File: src/rtl/shifter_pkg.sv
// Shared types for the pipelined ARM shifter-operand unit.
// Latency: n/a (types and constants only).
// Backpressure: n/a.
package shifter_pkg;

    // Source of the shift amount / operand.
    typedef enum logic [1:0] {
        SRC_ROT_IMM   = 2'd0,
        SRC_SHIFT_IMM = 2'd1,
        SRC_REG       = 2'd2,
        SRC_PASS      = 2'd3
    } shift_src_t;

    // Shift operation applied to the operand.
    typedef enum logic [1:0] {
        LSL = 2'd0,
        LSR = 2'd1,
        ASR = 2'd2,
        ROR = 2'd3
    } shift_type_t;

    // Amount field is wide enough for a full Rs[7:0] byte.
    localparam int AMT_W = 8;

    // S1 control payload: everything the barrel shifter and carry select need
    // besides the operand itself.
    typedef struct packed {
        shift_type_t        typ;       // effective operation (imm-rotate forces ROR)
        logic [AMT_W-1:0]   amount;    // shift/rotate distance, valid when !ge_width
        logic               zero_amt;  // pass operand and c_in unchanged
        logic               ge_width;  // amount >= WIDTH (LSL/LSR/ASR saturation)
        logic               eq_width;  // amount == WIDTH (selects the edge carry bit)
        logic               rrx;       // rotate-right-extended through carry
        logic               c_in;      // CPSR C captured with the request
    } s1_ctrl_t;

endpackage

File: src/rtl/shifter_amt_dec.sv
// Decodes src/type/immediate fields into shift amount and mode flags for S1.
// Latency: combinational, zero cycles.
// Backpressure: none; the caller registers the result only on accept.
module shifter_amt_dec
    import shifter_pkg::*;
#(
    parameter int WIDTH   = 32,
    parameter int SHAMT_W = $clog2(WIDTH)
) (
    input  shift_src_t          src_i,
    input  shift_type_t         type_i,
    input  logic [3:0]          rotate_imm_i,
    input  logic [SHAMT_W-1:0]  shift_imm_i,
    input  logic [7:0]          rs_lo_i,
    output shift_type_t         type_o,
    output logic [AMT_W-1:0]    amount_o,
    output logic                zero_amt_o,
    output logic                ge_width_o,
    output logic                eq_width_o,
    output logic                rrx_o,
    output logic                use_imm_o
);

    // Register amounts are compared at 9 bits so an 8-bit amount never wraps.
    localparam logic [8:0]       WIDTH9   = 9'(WIDTH);
    localparam logic [AMT_W-1:0] AMT_MASK = AMT_W'(WIDTH - 1);

    logic [8:0] a9;
    assign a9 = {1'b0, rs_lo_i};

    // Select amount and special-case flags for each source.
    always_comb begin
        type_o     = type_i;
        amount_o   = '0;
        zero_amt_o = 1'b0;
        ge_width_o = 1'b0;
        eq_width_o = 1'b0;
        rrx_o      = 1'b0;
        use_imm_o  = 1'b0;
        case (src_i)
            SRC_ROT_IMM: begin
                use_imm_o  = 1'b1;
                type_o     = ROR;
                amount_o   = AMT_W'({rotate_imm_i, 1'b0}) & AMT_MASK;
                zero_amt_o = (rotate_imm_i == 4'd0);
            end
            SRC_SHIFT_IMM: begin
                amount_o = AMT_W'(shift_imm_i);
                if (shift_imm_i == '0) begin
                    case (type_i)
                        LSL:     zero_amt_o = 1'b1;
                        LSR,
                        ASR: begin
                            // Encoded zero means a full-width shift.
                            ge_width_o = 1'b1;
                            eq_width_o = 1'b1;
                        end
                        ROR:     rrx_o = 1'b1;
                        default: zero_amt_o = 1'b1;
                    endcase
                end
            end
            SRC_REG: begin
                if (rs_lo_i == 8'd0) begin
                    zero_amt_o = 1'b1;
                end else if (type_i == ROR) begin
                    amount_o = rs_lo_i & AMT_MASK;
                end else begin
                    amount_o   = rs_lo_i;
                    ge_width_o = (a9 >= WIDTH9);
                    eq_width_o = (a9 == WIDTH9);
                end
            end
            default: begin
                zero_amt_o = 1'b1;
            end
        endcase
    end

endmodule

File: src/rtl/shifter_pipe.sv
// Pipelined ARM shifter operand: S1 decodes/captures, S2 shifts and registers op/carry.
// Latency: 2 cycles accept-to-out_valid, 1/cycle throughput with out_ready high.
// Backpressure: each stage holds when its successor is full and stalled; in_ready is combinational.
// Optional: SHIFTER_ZERO_FLAG_EN adds a registered out_zero flag.
module shifter_pipe
    import shifter_pkg::*;
#(
    parameter int WIDTH   = 32,
    parameter int SHAMT_W = $clog2(WIDTH)
) (
    input  logic                clk,
    input  logic                reset,
    input  logic                in_valid,
    output logic                in_ready,
    input  logic [1:0]          in_src,
    input  logic [1:0]          in_type,
    input  logic [3:0]          rotate_imm,
    input  logic [7:0]          imm8,
    input  logic [SHAMT_W-1:0]  shift_imm,
    input  logic [WIDTH-1:0]    rs,
    input  logic [WIDTH-1:0]    rm,
    input  logic                c_in,
    output logic                out_valid,
    input  logic                out_ready,
    output logic [WIDTH-1:0]    out_operand,
    output logic                out_carry
`ifdef SHIFTER_ZERO_FLAG_EN
    ,
    output logic                out_zero
`endif
);

    // Stage state.
    logic               s1_v_q;
    s1_ctrl_t           s1_ctrl_q, s1_ctrl_d;
    logic [WIDTH-1:0]   s1_opnd_q, s1_opnd_d;
    logic               out_valid_q;
    logic [WIDTH-1:0]   out_operand_q, op_d;
    logic               out_carry_q, carry_d;

    logic s1_adv, s2_adv;

    // Decoder outputs.
    shift_type_t        dec_type;
    logic [AMT_W-1:0]   dec_amount;
    logic               dec_zero_amt, dec_ge_width, dec_eq_width, dec_rrx, dec_use_imm;

    // Only Rs[7:0] carries an amount; amount bits above SHAMT_W matter only via ge_width.
    logic unused_bits;
    assign unused_bits = ^{rs[WIDTH-1:8], s1_ctrl_q.amount};

    assign s2_adv   = !out_valid_q || out_ready;
    assign s1_adv   = !s1_v_q || s2_adv;
    assign in_ready = s1_adv && !reset;

    shifter_amt_dec #(
        .WIDTH   (WIDTH),
        .SHAMT_W (SHAMT_W)
    ) u_amt_dec (
        .src_i        (shift_src_t'(in_src)),
        .type_i       (shift_type_t'(in_type)),
        .rotate_imm_i (rotate_imm),
        .shift_imm_i  (shift_imm),
        .rs_lo_i      (rs[7:0]),
        .type_o       (dec_type),
        .amount_o     (dec_amount),
        .zero_amt_o   (dec_zero_amt),
        .ge_width_o   (dec_ge_width),
        .eq_width_o   (dec_eq_width),
        .rrx_o        (dec_rrx),
        .use_imm_o    (dec_use_imm)
    );

    // Assemble the S1 payload; immediate-rotate shifts the zero-extended imm8.
    always_comb begin
        s1_ctrl_d.typ      = dec_type;
        s1_ctrl_d.amount   = dec_amount;
        s1_ctrl_d.zero_amt = dec_zero_amt;
        s1_ctrl_d.ge_width = dec_ge_width;
        s1_ctrl_d.eq_width = dec_eq_width;
        s1_ctrl_d.rrx      = dec_rrx;
        s1_ctrl_d.c_in     = c_in;
        s1_opnd_d          = dec_use_imm ? WIDTH'(imm8) : rm;
    end

    // Barrel shift and carry select from the S1 registers.
    logic [WIDTH-1:0]   x;
    logic [SHAMT_W-1:0] sh, sh_m1, sh_neg;
    assign x      = s1_opnd_q;
    assign sh     = s1_ctrl_q.amount[SHAMT_W-1:0];
    assign sh_m1  = sh - SHAMT_W'(1);
    assign sh_neg = SHAMT_W'(0) - sh;

    // Shift result and carry-out for the captured request.
    always_comb begin
        op_d    = x;
        carry_d = s1_ctrl_q.c_in;
        if (s1_ctrl_q.rrx) begin
            op_d    = {s1_ctrl_q.c_in, x[WIDTH-1:1]};
            carry_d = x[0];
        end else if (!s1_ctrl_q.zero_amt) begin
            case (s1_ctrl_q.typ)
                LSL: begin
                    if (s1_ctrl_q.ge_width) begin
                        op_d    = '0;
                        carry_d = s1_ctrl_q.eq_width & x[0];
                    end else begin
                        op_d    = x << sh;
                        carry_d = x[sh_neg];
                    end
                end
                LSR: begin
                    if (s1_ctrl_q.ge_width) begin
                        op_d    = '0;
                        carry_d = s1_ctrl_q.eq_width & x[WIDTH-1];
                    end else begin
                        op_d    = x >> sh;
                        carry_d = x[sh_m1];
                    end
                end
                ASR: begin
                    if (s1_ctrl_q.ge_width) begin
                        op_d    = {WIDTH{x[WIDTH-1]}};
                        carry_d = x[WIDTH-1];
                    end else begin
                        op_d    = WIDTH'($signed(x) >>> sh);
                        carry_d = x[sh_m1];
                    end
                end
                default: begin
                    // Rotate by a multiple of WIDTH leaves the operand, carry is its MSB.
                    if (sh == '0) begin
                        carry_d = x[WIDTH-1];
                    end else begin
                        op_d    = (x >> sh) | (x << sh_neg);
                        carry_d = x[sh_m1];
                    end
                end
            endcase
        end
    end

    // S1: capture decoded request when the stage can advance.
    always_ff @(posedge clk) begin
        if (reset) begin
            s1_v_q    <= 1'b0;
            s1_ctrl_q <= '0;
            s1_opnd_q <= '0;
        end else if (s1_adv) begin
            s1_v_q <= in_valid;
            if (in_valid) begin
                s1_ctrl_q <= s1_ctrl_d;
                s1_opnd_q <= s1_opnd_d;
            end
        end
    end

    // S2: register operand/carry; holds while the consumer stalls.
    always_ff @(posedge clk) begin
        if (reset) begin
            out_valid_q   <= 1'b0;
            out_operand_q <= '0;
            out_carry_q   <= 1'b0;
        end else if (s2_adv) begin
            out_valid_q <= s1_v_q;
            if (s1_v_q) begin
                out_operand_q <= op_d;
                out_carry_q   <= carry_d;
            end
        end
    end

`ifdef SHIFTER_ZERO_FLAG_EN
    logic out_zero_q;

    // Zero flag registered alongside the operand, same stall behaviour.
    always_ff @(posedge clk) begin
        if (reset) begin
            out_zero_q <= 1'b0;
        end else if (s2_adv && s1_v_q) begin
            out_zero_q <= (op_d == '0);
        end
    end

    assign out_zero = out_zero_q;
`endif

    assign out_valid   = out_valid_q;
    assign out_operand = out_operand_q;
    assign out_carry   = out_carry_q;

endmodule

File: config.mk
export PLATFORM = sky130hd
export DESIGN_NAME = shifter_pipe
export DESIGN_NICKNAME = d
export VERILOG_FILES = /design/src/rtl/shifter_pkg.sv /design/src/rtl/shifter_amt_dec.sv /design/src/rtl/shifter_pipe.sv
export SDC_FILE = /design/constraint.sdc
export NUM_CORES = 1
export LEC_CHECK = 0
export BUFFER_PORTS_ARGS = -buffer_cell sky130_fd_sc_hd__clkbuf_2
export CORE_UTILIZATION = 30
export CTS_CLUSTER_DIAMETER = 60
export DETAILED_ROUTE_END_ITERATION = 16
export PLACE_DENSITY = 0.44
export SETUP_SLACK_MARGIN = 0.2
export SLEW_MARGIN = 20
export SYNTH_ARGS = -nofsm -noshare
export SYNTH_HDL_FRONTEND = slang
export SYNTH_SLANG_ARGS = --single-unit
File: constraint.sdc
create_clock -name clk -period 3.85 [get_ports clk]
set_input_delay 0.1925 -clock clk [delete_from_list [all_inputs] [get_ports clk]]
set_output_delay 0.1925 -clock clk [all_outputs]
set_load 0.05 [all_outputs]
==> flow_summary.toml <==
[logic_synthesis]
async_reset_ff_frac = 0
syn_nets = 1535
synth_seq_cells = 79
syn_area_per_cell_um2 = 8.20
yosysWarnings = 0
netlist.area_leader.share = 0.227
synth.largest_area_cell = "mux4_2"
ys.flop_type = "dfxtp_1"
synth.area.top_cells = "mux4_2, dfxtp_1, mux2i_1"
synth-edff-count = 0
syn_area_um2 = 11800
syn_inst = 1437
ys_types = 88
ys_seq_area_frac = 0.134

[pwr]
total_power_uw = 3860
p_per_area_nw_per_um2 = 283
p_leak_uw = 0.00496
vdd_drop_max_uv = 242

[setup_path]
crit_chain = "inv_1 -> ha_2 -> nor3b_1 -> ha_1 -> a31o_2 -> buf_4 -> nand2_1 -> nand4_1 -> a31oi_1 -> nor3b_1 -> a2111oi_1 -> buf_4"
cp_num_buf_inv = 3
start_kind = "flip-flop"
crit_path_max_fanout = 14
required_ps = 4190
worst_path_dominant_cell_family = "compound AO/OA/AOI/OAI gates"
path_class = "reg -> reg"
slowest_stage = "a2111oi_1"
arrival_ps = 3810
reg2reg_from = "s1_ctrl_q[6]$_SDFFE_PP0P_"
slowest_delay_ps = 710
endpoint_kind = "flip-flop"
worst-r2r-setup-slack_ps = 380
reg2regPathDepth = 12
r2r-end = "out_operand[3]$_SDFFE_PP0P_"

[clock_network]
cts_tree = "done"
cts-buffers-inserted = 9
postCtsHoldBufs = 0
cts_root_buf = "clkbuf_16"
cts_setup_buffers = 0
cts.sinks = 79
htree_levels = 3
clkLatencyLatePin_ps = 410
clk_pin_slew_ps = 70
clk_path_buf_depth = 2

[cells_and_area]
nets = 1604
layout-drive-gt1-share = 0.298
final_common_cell = "nand2_1"
instances_no_fill = 2030
syn_to_final_growth_pct = 15.8
mostFrequentLayoutCells = "nand2_1, buf_4, nor2_1"
postLayoutCoreUtil = 0.352
n_fill_cell = 4195

[hold_path]
min_path_cells = 3
whs_endpoint = "s1_ctrl_q[0]$_SDFFE_PP0P_"
hp-start = "c_in"
hold_path_class = "in -> reg"

[sta]
period_needed_ps = 3470
drv_slew = 0
fmax_ghz = 0.288
finalSetupViolCount = 0
min_period_over_period = 0.902
final-hold-violation-count = 0
grt_setup_unrepaired = "false"
tns_ps = 0
layout_setup_ws_ps = 379
fin_worst_skew_ps = 27.1
worst_pin_slew_ps = 1110
maxSlewHeadroom = 0.257

[placed_design]
place_congestion = 1.06
dp_hpwl_um = 55800
port_buffers = 100
dp.cells = 2013
preCtsSetupSlack_ps = 317

[global_routing]
grt_usage = 0.363
grt_overflow_total = 0
grt_pass1_vias = 12800
antenna_found_initial = 0
grt_max_degree = 59
grt_pass1_wl_um = 103000

[route]
num_vias = 13800
wire_per_inst_um = 36.2
routed_wl_um = 73500
postRouteAntennaNets = 0
viasPerCell = 6.77
firstDrtPassIters = 6
drc_errors = 0
first_iter_violations = 1964

[run_status]
outcome = "finished clean"

[floorplan]
die_height_um = 200
ios = 125
start_util = 0.304
die_w_um = 200
rows = 72
core-area_um2 = 38700
die_area_um2 = 40100

[flow_run]
max_cap_violations = 0
layer usage:
layer,global-route usage,part of all wire,up-vias
met5,0,0,-
met4,0.171,0.048,0
met3,0.0713,0.094,173
met2,0.554,0.44,953
met1,0.490,0.42,6904
li1,-,-,5721
state kept, by name, summed over array words and instances, names as in the netlist:
name,cells
s1_v_q,1
s1_opnd_q,32
out_valid,1
out_operand,32
out_carry,1
s1_ctrl_q,12
synthesized netlist by cell type, types with 8 or more instances:
master / n
dfxtp_1: 79
nor2_1: 130
mux2i_1: 79
a211oi_1: 31
nand3b_1: 25
ha_1: 8
clkbuf_1: 128
nand2b_1: 11
o22ai_1: 10
a31oi_1: 21
nor2b_1: 12
a21oi_1: 91
mux4_2: 119
buf_6: 9
and2_1: 8
inv_1: 24
o21a_1: 8
mux2_2: 31
o2111ai_1: 8
o32ai_1: 12
or3_1: 17
a22oi_1: 12
and3_1: 12
o211ai_1: 15
o21ai_0: 72
nand2_1: 147
buf_1: 13
nor3b_1: 8
nor3_1: 47
nand3_1: 26
nor4_1: 8
a2111oi_0: 9
a211o_1: 10
o31ai_1: 16
buf_2: 32
how the worst max path moves through the flow:
stage                                        end                 startpoint  slack (ps)  depth (start not counted)
detailed placement   out_operand[3]$_SDFFE_PP0P_  s1_ctrl_q[6]$_SDFFE_PP0P_         320                         12
global placement     out_operand[3]$_SDFFE_PP0P_  s1_ctrl_q[6]$_SDFFE_PP0P_         360                         12
finish               out_operand[3]$_SDFFE_PP0P_  s1_ctrl_q[6]$_SDFFE_PP0P_         380                         12
global route         out_operand[3]$_SDFFE_PP0P_  s1_ctrl_q[6]$_SDFFE_PP0P_         300                         12
CTS                  out_operand[3]$_SDFFE_PP0P_  s1_ctrl_q[6]$_SDFFE_PP0P_         280                         12
floorplan           out_operand[28]$_SDFFE_PP0P_  s1_ctrl_q[6]$_SDFFE_PP0P_         380                         14
timing repair:
action | in CTS | in global routing
hold endpoints to repair | 0 | 0
setup endpoints to repair | 0 | 1
gates resized for setup | 0 | 1
cell families (layout without fill, tap and decap cells):
kind of cell | count (synthesis) | in the layout | share of synthesized area
fa+ha+maj | 8 | 8 | 0.00849
flops | 79 | 79 | 0.134
compound gates | 413 | 413 | 0.244
buf+inv | 218 | 291 | 0.0822
simple gates | 482 | 482 | 0.197
mux | 233 | 233 | 0.331
xor+xnor | 4 | 4 | 0.00297
other cells | 0 | 2 | 0
stage by stage:
step                hold WS, ps  cell area [um2]
floorplan                   310            11800
global placement            430            13300
detailed placement          438            13300
CTS                        12.9            13600
global route               50.1            13600
finish                     29.5            13600
tightest hold or removal path, delay by kind of cell:
family,cells,cell delay [ps]
buffers and inverters,1,90
and+or+nand+nor,1,50
AOI/OAI and AO/OA,1,50
area by class of cell:
type / instances / area [um2] / area share
flip-flops and latches: 79 / 1600 / 0.117
well taps: 518 / 648 / 0.0475
multi-input cells: 1140 / 9270 / 0.680
clock buffers: 9 / 225 / 0.0165
clock inverters: 6 / 68.8 / 0.00504
repair buffers: 248 / 1720 / 0.126
diodes: 2 / 5.00 / 0.000367
inverters: 28 / 105 / 0.00770
power breakdown:
group | internal (uW) | switching (uW) | leakage (uW)
registers | 868 | 161 | 0.000651
clock network | 503 | 449 | 0.000142
logic | 679 | 1200 | 0.00416
total | 2050 | 1810 | 0.00496
Power figures use the tool's default switching activity.
